### config.mk
export PLATFORM = sky130hd
export DESIGN_NAME = cache_ctrl
export DESIGN_NICKNAME = d
export VERILOG_FILES = /design/src/rtl/cache_pkg.sv /design/src/rtl/cache_line_store.sv /design/src/rtl/cache_ctrl.sv
export SDC_FILE = /design/constraint.sdc
export NUM_CORES = 1
export LEC_CHECK = 0
export ABC_CLOCK_PERIOD_IN_PS = 8800
export CORE_ASPECT_RATIO = 0.9
export CORE_MARGIN = 2
export CORE_UTILIZATION = 60
export CTS_CLUSTER_SIZE = 40
export DETAILED_ROUTE_END_ITERATION = 7
export DONT_BUFFER_PORTS = 1
export PLACE_DENSITY = 0.76
export SYNTH_ARGS = -nofsm -noshare
export SYNTH_HDL_FRONTEND = slang
export SYNTH_SLANG_ARGS = --single-unit
export TNS_END_PERCENT = 20
### constraint.sdc
create_clock -name clk -period 8.8 [get_ports clk]
set_input_delay 0.88 -clock clk [delete_from_list [all_inputs] [get_ports clk]]
set_output_delay 0.88 -clock clk [all_outputs]
set_load 0.02 [all_outputs]
### src/rtl/cache_pkg.sv
// Shared types and geometry for the direct-mapped, one-word-line data cache.
// Default geometry: 32-bit data, 32-bit byte address, 8 sets.
package cache_pkg;

   localparam int unsigned CACHE_DATA_WIDTH = 32;
   localparam int unsigned CACHE_ADDR_WIDTH = 32;
   localparam int unsigned CACHE_SET_BITS   = 3;
   localparam int unsigned CACHE_NUM_SETS   = 1 << CACHE_SET_BITS;
   localparam int unsigned CACHE_TAG_BITS   = CACHE_ADDR_WIDTH - CACHE_SET_BITS - 2;

   typedef enum logic [1:0] {
      IDLE   = 2'd0,
      MEM_RD = 2'd1,
      MEM_WR = 2'd2
   } cache_state_t;

   typedef struct packed {
      logic                        valid;
      logic [CACHE_TAG_BITS-1:0]   tag;
      logic [CACHE_DATA_WIDTH-1:0] data;
   } cache_line_t;

   // Set index of a byte address (word offset bits [1:0] skipped).
   function automatic logic [CACHE_SET_BITS-1:0] addr_set(input logic [CACHE_ADDR_WIDTH-1:0] addr);
      return addr[CACHE_SET_BITS+1:2];
   endfunction

   // Tag of a byte address (everything above the set index).
   function automatic logic [CACHE_TAG_BITS-1:0] addr_tag(input logic [CACHE_ADDR_WIDTH-1:0] addr);
      return addr[CACHE_ADDR_WIDTH-1:CACHE_SET_BITS+2];
   endfunction

endpackage

### src/rtl/cache_line_store.sv
// Valid/tag/data line array for the data cache.
// One combinational read port by set, one write port, synchronous clear-all
// of the valid bits and asynchronous reset of the valid bits.
module cache_line_store #(
   parameter int DATA_WIDTH = 32,
   parameter int TAG_BITS   = 27,
   parameter int SET_BITS   = 3
) (
   input  logic                  clk,
   input  logic                  rst_n,
   input  logic                  clear_i,
   input  logic [SET_BITS-1:0]   rd_set_i,
   output logic                  rd_valid_o,
   output logic [TAG_BITS-1:0]   rd_tag_o,
   output logic [DATA_WIDTH-1:0] rd_data_o,
   input  logic                  wr_en_i,
   input  logic [SET_BITS-1:0]   wr_set_i,
   input  logic [TAG_BITS-1:0]   wr_tag_i,
   input  logic [DATA_WIDTH-1:0] wr_data_i
);

   localparam int NUM_SETS = 1 << SET_BITS;

   logic [NUM_SETS-1:0]   valid_q;
   logic [TAG_BITS-1:0]   tag_q  [NUM_SETS];
   logic [DATA_WIDTH-1:0] data_q [NUM_SETS];

   // Valid bits: cleared by reset or flush, set when a line is written.
   always_ff @(posedge clk or negedge rst_n) begin
      if (!rst_n) begin
         valid_q <= {NUM_SETS{1'b0}};
      end else if (clear_i) begin
         valid_q <= {NUM_SETS{1'b0}};
      end else if (wr_en_i) begin
         valid_q[wr_set_i] <= 1'b1;
      end else begin
         valid_q <= valid_q;
      end
   end

   // Tag and data payload; meaningless while the valid bit is clear, so not reset.
   always_ff @(posedge clk) begin
      if (wr_en_i) begin
         tag_q[wr_set_i]  <= wr_tag_i;
         data_q[wr_set_i] <= wr_data_i;
      end
   end

   assign rd_valid_o = valid_q[rd_set_i];
   assign rd_tag_o   = tag_q[rd_set_i];
   assign rd_data_o  = data_q[rd_set_i];

endmodule

### src/rtl/cache_ctrl.sv
// Sequencing controller for the direct-mapped, one-word-line, write-through,
// no-write-allocate data cache. Read hits answer in the same cycle; read misses
// refill over a req/ack handshake; every store is written through to memory.
// Optional feature macro: CACHE_STATS_EN adds saturating hit_count/miss_count outputs.
module cache_ctrl
   import cache_pkg::*;
#(
   parameter int DATA_WIDTH    = 32,
   parameter int ADDRESS_WIDTH = 32,
   parameter int SET_BITS      = 3
) (
   input  logic                     clk,
   input  logic                     rst_n,
   input  logic                     cpu_req,
   input  logic                     cpu_we,
   input  logic [ADDRESS_WIDTH-1:0] cpu_addr,
   input  logic [DATA_WIDTH-1:0]    cpu_wdata,
   output logic [DATA_WIDTH-1:0]    cpu_rdata,
   output logic                     cpu_stall,
   input  logic                     flush,
   output logic                     mem_req,
   output logic                     mem_we,
   output logic [ADDRESS_WIDTH-1:0] mem_addr,
   output logic [DATA_WIDTH-1:0]    mem_wdata,
   input  logic [DATA_WIDTH-1:0]    mem_rdata,
   input  logic                     mem_ack
`ifdef CACHE_STATS_EN
   ,
   output logic [31:0]              hit_count,
   output logic [31:0]              miss_count
`endif
);

   localparam int TAG_BITS = ADDRESS_WIDTH - SET_BITS - 2;

   cache_state_t             state_q;
   logic                     mem_req_q;
   logic                     mem_we_q;
   logic [ADDRESS_WIDTH-1:0] mem_addr_q;
   logic [DATA_WIDTH-1:0]    mem_wdata_q;

   logic [SET_BITS-1:0]      cpu_set_s;
   logic [TAG_BITS-1:0]      cpu_tag_s;
   logic [SET_BITS-1:0]      lat_set_s;
   logic [TAG_BITS-1:0]      lat_tag_s;
   logic [SET_BITS-1:0]      rd_set_s;
   logic                     rd_valid_s;
   logic [TAG_BITS-1:0]      rd_tag_s;
   logic [DATA_WIDTH-1:0]    rd_data_s;
   logic                     cpu_hit_s;
   logic                     lat_hit_s;
   logic                     clear_s;
   logic                     line_we_s;
   logic [DATA_WIDTH-1:0]    line_wdata_s;
   logic                     addr_lsb_unused_s;

   // Byte offset within the word never affects a word-sized access.
   assign addr_lsb_unused_s = ^cpu_addr[1:0];

   assign cpu_set_s = cpu_addr[SET_BITS+1:2];
   assign cpu_tag_s = cpu_addr[ADDRESS_WIDTH-1:SET_BITS+2];
   assign lat_set_s = mem_addr_q[SET_BITS+1:2];
   assign lat_tag_s = mem_addr_q[ADDRESS_WIDTH-1:SET_BITS+2];

   // While a memory access is outstanding the CPU address may wander, so the
   // line store is looked up with the latched address instead.
   assign rd_set_s  = (state_q == IDLE) ? cpu_set_s : lat_set_s;
   assign cpu_hit_s = rd_valid_s && (rd_tag_s == cpu_tag_s);
   assign lat_hit_s = rd_valid_s && (rd_tag_s == lat_tag_s);

   cache_line_store #(
      .DATA_WIDTH (DATA_WIDTH),
      .TAG_BITS   (TAG_BITS),
      .SET_BITS   (SET_BITS)
   ) u_lines (
      .clk        (clk),
      .rst_n      (rst_n),
      .clear_i    (clear_s),
      .rd_set_i   (rd_set_s),
      .rd_valid_o (rd_valid_s),
      .rd_tag_o   (rd_tag_s),
      .rd_data_o  (rd_data_s),
      .wr_en_i    (line_we_s),
      .wr_set_i   (lat_set_s),
      .wr_tag_i   (lat_tag_s),
      .wr_data_i  (line_wdata_s)
   );

   // CPU-facing stall/read data and line-store write/clear control.
   always_comb begin
      cpu_stall    = 1'b0;
      cpu_rdata    = {DATA_WIDTH{1'b0}};
      clear_s      = 1'b0;
      line_we_s    = 1'b0;
      line_wdata_s = mem_rdata;
      case (state_q)
         IDLE: begin
            if (flush) begin
               clear_s   = 1'b1;
               cpu_stall = cpu_req;
            end else if (cpu_req && !cpu_we) begin
               if (cpu_hit_s) begin
                  cpu_rdata = rd_data_s;
               end else begin
                  cpu_stall = 1'b1;
               end
            end else if (cpu_req) begin
               cpu_stall = 1'b1;
            end else begin
               cpu_stall = 1'b0;
            end
         end
         MEM_RD: begin
            cpu_stall = !mem_ack;
            if (mem_ack) begin
               cpu_rdata    = mem_rdata;
               line_we_s    = 1'b1;
               line_wdata_s = mem_rdata;
            end else begin
               line_we_s = 1'b0;
            end
         end
         MEM_WR: begin
            cpu_stall = !mem_ack;
            if (mem_ack && lat_hit_s) begin
               line_we_s    = 1'b1;
               line_wdata_s = mem_wdata_q;
            end else begin
               line_we_s = 1'b0;
            end
         end
         default: begin
            cpu_stall = 1'b0;
         end
      endcase
   end

   // Access sequencer: decodes CPU requests in IDLE and owns the registered memory port.
   always_ff @(posedge clk or negedge rst_n) begin
      if (!rst_n) begin
         state_q     <= IDLE;
         mem_req_q   <= 1'b0;
         mem_we_q    <= 1'b0;
         mem_addr_q  <= {ADDRESS_WIDTH{1'b0}};
         mem_wdata_q <= {DATA_WIDTH{1'b0}};
      end else begin
         case (state_q)
            IDLE: begin
               if (!flush && cpu_req) begin
                  if (cpu_we) begin
                     mem_addr_q  <= {cpu_addr[ADDRESS_WIDTH-1:2], 2'b00};
                     mem_wdata_q <= cpu_wdata;
                     mem_req_q   <= 1'b1;
                     mem_we_q    <= 1'b1;
                     state_q     <= MEM_WR;
                  end else if (!cpu_hit_s) begin
                     mem_addr_q  <= {cpu_addr[ADDRESS_WIDTH-1:2], 2'b00};
                     mem_req_q   <= 1'b1;
                     mem_we_q    <= 1'b0;
                     state_q     <= MEM_RD;
                  end
               end
            end
            MEM_RD, MEM_WR: begin
               if (mem_ack) begin
                  mem_req_q <= 1'b0;
                  mem_we_q  <= 1'b0;
                  state_q   <= IDLE;
               end
            end
            default: begin
               mem_req_q <= 1'b0;
               mem_we_q  <= 1'b0;
               state_q   <= IDLE;
            end
         endcase
      end
   end

   assign mem_req   = mem_req_q;
   assign mem_we    = mem_we_q;
   assign mem_addr  = mem_addr_q;
   assign mem_wdata = mem_wdata_q;

`ifdef CACHE_STATS_EN
   logic        idle_read_s;
   logic [31:0] hit_count_q;
   logic [31:0] hit_count_d;
   logic [31:0] miss_count_q;
   logic [31:0] miss_count_d;

   assign idle_read_s = (state_q == IDLE) && !flush && cpu_req && !cpu_we;

   // Each IDLE read decision bumps exactly one saturating counter.
   always_comb begin
      hit_count_d  = hit_count_q;
      miss_count_d = miss_count_q;
      if (idle_read_s && cpu_hit_s) begin
         if (hit_count_q != 32'hFFFF_FFFF) begin
            hit_count_d = hit_count_q + 32'd1;
         end else begin
            hit_count_d = hit_count_q;
         end
      end else if (idle_read_s) begin
         if (miss_count_q != 32'hFFFF_FFFF) begin
            miss_count_d = miss_count_q + 32'd1;
         end else begin
            miss_count_d = miss_count_q;
         end
      end else begin
         hit_count_d  = hit_count_q;
         miss_count_d = miss_count_q;
      end
   end

   // Statistics registers.
   always_ff @(posedge clk or negedge rst_n) begin
      if (!rst_n) begin
         hit_count_q  <= 32'd0;
         miss_count_q <= 32'd0;
      end else begin
         hit_count_q  <= hit_count_d;
         miss_count_q <= miss_count_d;
      end
   end

   assign hit_count  = hit_count_q;
   assign miss_count = miss_count_q;
`endif

endmodule

# ---- Word level (Yosys, flattened, before mapping)
# Memory sizes are Yosys's and may differ from the RTL's.
# Index checks and enable logic that the tools add are counted.
dict set report word_totals {
  regBits 76
  mem_bits_rw 472
  mem_count 2
  in_bits 102
  out_inout_bits 99
  elab_cells 77
}
# name depth word_bits read_ports rd_clocked_by_memory_dff wr line_no
set memory_table {}
lappend memory_table {u_lines.data_q 8 32 1 0 1 cache_line_store.sv:26} ;# logic [DATA_WIDTH-1:0] data_q [NUM_SETS];
lappend memory_table {u_lines.tag_q 8 27 1 0 1 cache_line_store.sv:25} ;# logic [TAG_BITS-1:0] tag_q [NUM_SETS];
dict set report op_classes {
  n_eq_ne 8
  muxes 42
  bitwise 1
  n_reduce_logical 15
  order_cmp 3
}
# cell count
set ops {}
lappend ops {{2-to-1 mux 32 bit} 8}
lappend ops {{case mux 32 bit (2 select lines)} 1}
lappend ops {{equality test 27 bit} 2}
lappend ops {{2-to-1 mux 1 bit} 19}
lappend ops {{2-to-1 mux 8 bit} 2}
lappend ops {{AND reduction 3 bit} 3}
lappend ops {{less-than comparator 3 x 4 -> 1 bit, second input constant} 2}
lappend ops {{2-to-1 mux 2 bit} 4}
lappend ops {{OR 8 bit} 1}
lappend ops {{case mux 1 bit (2 select lines)} 4}
lappend ops {{logical AND 1 bit} 6}
lappend ops {{inequality test 2 x 1 -> 1 bit, second input constant} 2}
lappend ops {{case mux 2 bit (2 select lines)} 1}
lappend ops {{binary-select mux 1 bit (select 3 bit)} 1}
lappend ops {{demux 1 bit (select 3 bit)} 1}
lappend ops {{greater-or-equal comparator 3 x 1 -> 1 bit, second input constant} 1}
lappend ops {{zero test 1 bit} 3}
lappend ops {{2-to-1 mux 3 bit} 1}
lappend ops {{inequality test 3 bit, second input constant} 1}
lappend ops {{equality test 2 x 1 -> 1 bit, second input constant} 1}
lappend ops {{equality test 2 bit, second input constant} 1}
lappend ops {{zero test 2 bit} 1}
lappend ops {{inequality test 2 bit, second input constant} 1}
lappend ops {{nonzero test 2 bit} 1}
lappend ops {{OR reduction 2 bit} 1}

# ---- Depth between registers and ports, before layout
dict set report depth {
  ltp_word 10
  ltp_mapped 15
  mapped_depth_nobuf 11
}

# ---- Hierarchy
# Synthesis repeated with hierarchy kept, for this count alone.
dict set report unflattened {
  hier_cells 1056
  hier_area_um2 22291.4
}
# module cells_each seq_area_each_um2 area_each_um2 instances
set by_module_without_submodules {}
lappend by_module_without_submodules {cache_line_store 727 14373.8 18157.4 1}
lappend by_module_without_submodules {cache_ctrl 329 1626.6 4134.0 1}

# ---- Least setup slack after synthesis
# No wires, ideal clock.
dict set report synth_timing {
  path_kind {input to register}
  startpoint {in cpu_addr[2]}
  endpoint {mem u_lines.data_q[3][0], enable pin}
  stages 13
  slack_ns 2.687
  required_time_ns 8.324
  path_buffers 5
  t_arrival_ns 5.637
  setup_ns 0.476
  cell_sequence {buf_2 > buf_4 > clkbuf_1 > clkbuf_1 > a211oi_1 > o32ai_1 > a22oi_1 > xor2_1 > o2111ai_1 > nor4_1 > a31oi_1 > clkbuf_1 > nor2_1}
}
dict set report synth_between {
  elab_chain_cells 9
  word_cells_on_any_way 11
  cone_classes {1 x eq/ne; 7 x mux; 2 x reduce/logical; 1 x memory}
}
# item line_no
set synth_rtl {}
lappend synth_rtl {{from (decl)} cache_ctrl.sv:16} ;# input logic [ADDRESS_WIDTH-1:0] cpu_addr,
lappend synth_rtl {{2-to-1 mux 3 bit (*)} cache_ctrl.sv:67} ;# assign rd_set_s = (state_q == IDLE) ? cpu_set_s : lat_set_s;
lappend synth_rtl {{memory (8 x 27 bit) / binary-select mux 1 bit (select 3 bit) (equally long branches)} --}
lappend synth_rtl {{equality test 27 bit / 2-to-1 mux 1 bit (equally long branches)} {cache_ctrl.sv:69, cache_line_store.sv:49}}
lappend synth_rtl {{logical AND 1 bit (*)} cache_ctrl.sv:69} ;# assign lat_hit_s = rd_valid_s && (rd_tag_s == lat_tag_s);
lappend synth_rtl {{logical AND 1 bit (*)} cache_ctrl.sv:125} ;# if (mem_ack && lat_hit_s) begin
lappend synth_rtl {{2-to-1 mux 1 bit (*)} cache_ctrl.sv:125}
lappend synth_rtl {{case mux 1 bit (2 select lines) (*)} cache_ctrl.sv:96} ;# case (state_q)
lappend synth_rtl {{2-to-1 mux 1 bit (*)} cache_line_store.sv:43} ;# if (wr_en_i) begin
lappend synth_rtl {{2-to-1 mux 1 bit (implied by the code) (*)} cache_line_store.sv:45} ;# data_q[wr_set_i] <= wr_data_i;
lappend synth_rtl {{to (decl)} cache_line_store.sv:26}
# Every way passes the cells marked *; elsewhere a longest branch is shown, timed or not. The select of a mux whose other input is x is not followed.

# ---- Final worst setup path
dict set report layout_timing {
  startpoint {reg state_q[1]}
  endpoint {out cpu_rdata[27]}
}
dict set report layout_between {
  elab_chain_cells 9
  word_cells_on_any_way 13
  cone_classes {2 x eq/ne; 7 x mux; 2 x reduce/logical; 2 x memory}
}
# item line_no
set layout_rtl {}
lappend layout_rtl {{from (decl)} cache_ctrl.sv:36} ;# cache_state_t state_q;
lappend layout_rtl {{from (signal assigned)} cache_ctrl.sv:141} ;# state_q <= IDLE;
lappend layout_rtl {{from (signal assigned)} cache_ctrl.sv:155} ;# state_q <= MEM_WR;
lappend layout_rtl {{from (signal assigned)} cache_ctrl.sv:160} ;# state_q <= MEM_RD;
lappend layout_rtl {{zero test 2 bit} {cache_ctrl.sv:67, cache_ctrl.sv:96}}
lappend layout_rtl {{2-to-1 mux 3 bit} cache_ctrl.sv:67}
lappend layout_rtl {{memory (8 x 27 bit) / binary-select mux 1 bit (select 3 bit) (equally long branches)} --}
lappend layout_rtl {{equality test 27 bit / 2-to-1 mux 1 bit (equally long branches)} {cache_ctrl.sv:68, cache_line_store.sv:49}}
lappend layout_rtl {{logical AND 1 bit} cache_ctrl.sv:68} ;# assign cpu_hit_s = rd_valid_s && (rd_tag_s == cpu_tag_s);
lappend layout_rtl {{2-to-1 mux 32 bit} cache_ctrl.sv:102} ;# if (cpu_hit_s) begin
lappend layout_rtl {{2-to-1 mux 32 bit} cache_ctrl.sv:101} ;# end else if (cpu_req && !cpu_we) begin
lappend layout_rtl {{2-to-1 mux 32 bit} cache_ctrl.sv:98} ;# if (flush) begin
lappend layout_rtl {{case mux 32 bit (2 select lines) (*)} cache_ctrl.sv:96}
lappend layout_rtl {{to (decl)} cache_ctrl.sv:18} ;# output logic [DATA_WIDTH-1:0] cpu_rdata,
# Marked as above.

==> metrics <==
R2R Path End=u_lines.tag_q[4][19]; Initial DRC Count=2,197; worst r2r src=state_q[1]; Max-Cap Viols=0; RSZ-0062 raised after global routing=false; vias in the first global route=15.1k; met2 WL=around 29,000 um; Tmin final=approximately 7.3 ns; Pre-antenna DRT Iters=6; Area growth, synth to finish=10.3%; clock tree buffer depth=3; kind of critical path=flip-flop to output pin; die width=215 um; Slew headroom=between 20% and 30%; Sum Neg Setup Slack=0 ns; final net count=1,698; Critical Path RT=7.92 ns; DIE AREA=about 42,000 um^2; gr ovfl total=0; Avg Vias per Cell=about 6.9; synth top area cells=edfxtp_1 59%, dfrtp_1 7.6%, mux4_2 6.0%; distinct cell type count after synthesis=78; Yosys reg bits=545; wire length of the first global-routing pass=92,300 um; Post-Layout Cell Count=2,169; Post-Synthesis Cell Area=around 24,000 um^2; Cell Rows=69; Worst Clk Skew=0.0162 ns; Final Cycle Share=83.5%; Synth Flop Type=edfxtp_1; largest net degree at the start of global routing=91; routed wire length=~61,000 um; power per cell area=around 360 nW/um^2; crit path DAT=approximately 6.5 ns; Worst-path clk slew=0.06 ns; asr flop ratio synth=13.4%; diode count=0; crit path max fanout=35; Max Clk Rate=0.136 GHz; TritonCTS clock tree=done; Post-route DRC=0; initial core utilization=around 60%; Clock Latency Late Sink=0.61 ns; H-tree depth=2; Leakage=8.93 nW; outcome=finished clean; Yosys warnings=0; Die Y=194 um; uppermost layer routed=met4; Post-CTS Setup Bufs=0; I/O pin total=201; cell taking the most area after synthesis=edfxtp_1; RePlAce Congestion=~0.9; post-DP HPWL=35,400 um; Overall Global Routing Usage=29.6%; core area=39,500 um^2; CP Capture Type=output pin; HP Class=primary input to asynchronous set/reset pin; average wire per standard cell=28.3 um; metal1 wirelength=23,500 um; Cells after DPL=2,068; layout cells sized above 1=19.1%; Finish-stage setup viols=0; R2R Setup Slk=approximately 2.1 ns; Slew Viols, Final=0; Peak VDD IR=between 0.0002 and 0.00025 V; cells after synthesis=1,605; Final Hold Violating Endpoints=0; post-synthesis sequential area ratio=between 60 and 70%; clk sinks=545; EDFF count, synth=472; Syn Area/Cell=roughly 15 um^2; I/O Buffers=0; R2R depth=14; share of the synthesized area in the top cell type=58.9%; Antenna Nets Post-Route=0; critical path startpoint category=flip-flop; initial antenna violation count=1; vias=14.9k; Slew @ Worst Pin=1.10 ns; number of fill cells in the layout=2,600; CTS buffer count=53; Clock Tree Root=clkbuf_16; met3 wire length=6820 um
[metal layers]
layer  vias to the layer above  track usage (%)
met5                         -                0
met4                         0             12.5
met3                       157             5.91
met2                       997             46.1
met1                      7484             41.5
li1                       6237                -
[cell usage in the layout (no fill, tap or decap), types with 12 or more instances in the layout]
| cell | netlist | routed |
|---|---|---|
| edfxtp_1 | 472 | 472 |
| nand2_1 | 169 | 168 |
| o21ai_0 | 90 | 90 |
| a21oi_1 | 75 | 75 |
| dfrtp_1 | 73 | 72 |
| mux4_2 | 64 | 64 |
| mux2_2 | 64 | 64 |
| clkbuf_16 | 0 | 54 |
| nor2b_1 | 38 | 38 |
| buf_4 | 6 | 35 |
| mux2_4 | 32 | 32 |
| mux2i_1 | 34 | 32 |
| nand2b_1 | 30 | 30 |
| o22ai_1 | 25 | 25 |
| xnor2_1 | 24 | 24 |
| xor2_1 | 24 | 24 |
| a221oi_1 | 21 | 21 |
| a22oi_1 | 19 | 19 |
| nand3_1 | 18 | 18 |
| inv_1 | 17 | 17 |
| a211oi_1 | 17 | 17 |
| nand4_1 | 14 | 14 |
| a22o_1 | 14 | 14 |
| o211ai_1 | 13 | 13 |
| bufinv_16 | 0 | 12 |
[through the flow]
| step | setup slack [ns] | power, mW | util [%] | hold WS, ns | instance area, um^2 |
|---|---|---|---|---|---|
| after floorplan | 2.69 | 5.96 | - | 0.442 | 24100 |
| after global placement | 2.38 | 6.84 | 62.2 | 0.458 | 24600 |
| after detailed placement | 2.25 | 6.92 | 62.2 | 0.463 | 24600 |
| after CTS | 1.60 | 9.44 | 67.1 | 0.181 | 26500 |
| after global routing | 1.27 | 9.84 | 67.1 | 0.215 | 26500 |
| final | 1.46 | 9.49 | 67.1 | 0.202 | 26500 |
[kinds of logic (layout without fill, tap and decap cells)]
kind of cell,count (synthesis),after routing,share of synthesized area [%]
xor gates and xnor gates,48,48,1.75
muxes,195,195,12.5
other,1,2,0.0156
buffers and inverters,124,155,2.46
AOI/OAI and AO/OA,349,349,9.67
and+or+nand+nor,339,339,6.94
adders and majority gates,4,4,0.208
DFF,545,545,66.5
[layout make-up]
type / count / area (um^2) / share of cell area, %
Clock buffer: 67 / 1450 / 5.46
Inverter: 19 / 71.3 / 0.269
Timing Repair Buffer: 36 / 290 / 1.09
Tap cell: 532 / 666 / 2.51
Clock inverter: 33 / 487 / 1.83
Multi-Input combinational cell: 937 / 7580 / 28.6
Sequential cell: 545 / 16000 / 60.3
[critical path: stages, from the launching register on]
cell and delay, ns:
dfrtp_1 0.53, inv_1 0.18, ha_2 0.44, buf_4 0.50
mux2i_2 0.97, buf_4 0.41, a311oi_1 0.10, a22oi_1 0.20
o221ai_1 0.21, xor2_1 0.20, nor4_1 0.54, and4b_1 0.39
nand3_1 0.11, buf_4 0.29, o21ai_0 0.73
[report_power, final]
part / internal [mW] / leakage, nW / switching, mW / total [mW]
Combinational: 1.26 / 2.85 / 1.99 / 3.25
Clock: 1.52 / 0.947 / 0.982 / 2.50
Sequential: 3.15 / 5.13 / 0.586 / 3.74
Total: 5.93 / 8.93 / 3.56 / 9.49
[cell usage after synthesis (all sizes together) (11+ instances only)]
| cell | instances |
|---|---|
| a211oi | 17 |
| and2 | 11 |
| xor2 | 24 |
| mux4 | 64 |
| clkbuf | 46 |
| a221oi | 24 |
| mux2 | 96 |
| nand2 | 169 |
| nand2b | 31 |
| inv | 17 |
| edfxtp | 472 |
| buf | 59 |
| o211ai | 13 |
| o21ai | 91 |
| nand3 | 18 |
| o22ai | 27 |
| a21oi | 75 |
| mux2i | 35 |
| nor2b | 38 |
| dfrtp | 73 |
| a22o | 14 |
| nand4 | 14 |
| xnor2 | 24 |
| a22oi | 19 |
| nor2 | 20 |
[how the worst max path moves through the flow]
| stage | from | endpoint | slack (ns) |
|---|---|---|---|
| 4_1_cts | state_q[1] | cpu_rdata[27] | 1.60 |
| 5_1_grt | state_q[1] | cpu_rdata[27] | 1.27 |
| 3_5_place_dp | state_q[1] | cpu_rdata[27] | 2.25 |
| 6_report | state_q[1] | cpu_rdata[27] | 1.46 |
| 2_1_floorplan | cpu_addr[2] | u_lines.data_q[3][0] | 2.69 |
| 3_3_place_gp | state_q[1] | cpu_rdata[27] | 2.38 |
[flip-flops by register name (all words and copies together) (netlist names)]
signal	cells
mem_addr	30
mem_req	1
mem_wdata	32
state_q	2
u_lines.data_q	256
u_lines.tag_q	216
u_lines.valid_q	8
[what timing repair did]
action | CTS | global route
resized for setup | 0 | 0
hold endpoints to repair | 73 | 0
setup endpoints to repair | 0 | 0
hold buffers | 1 | 0
(Power assumes the default switching activity.)
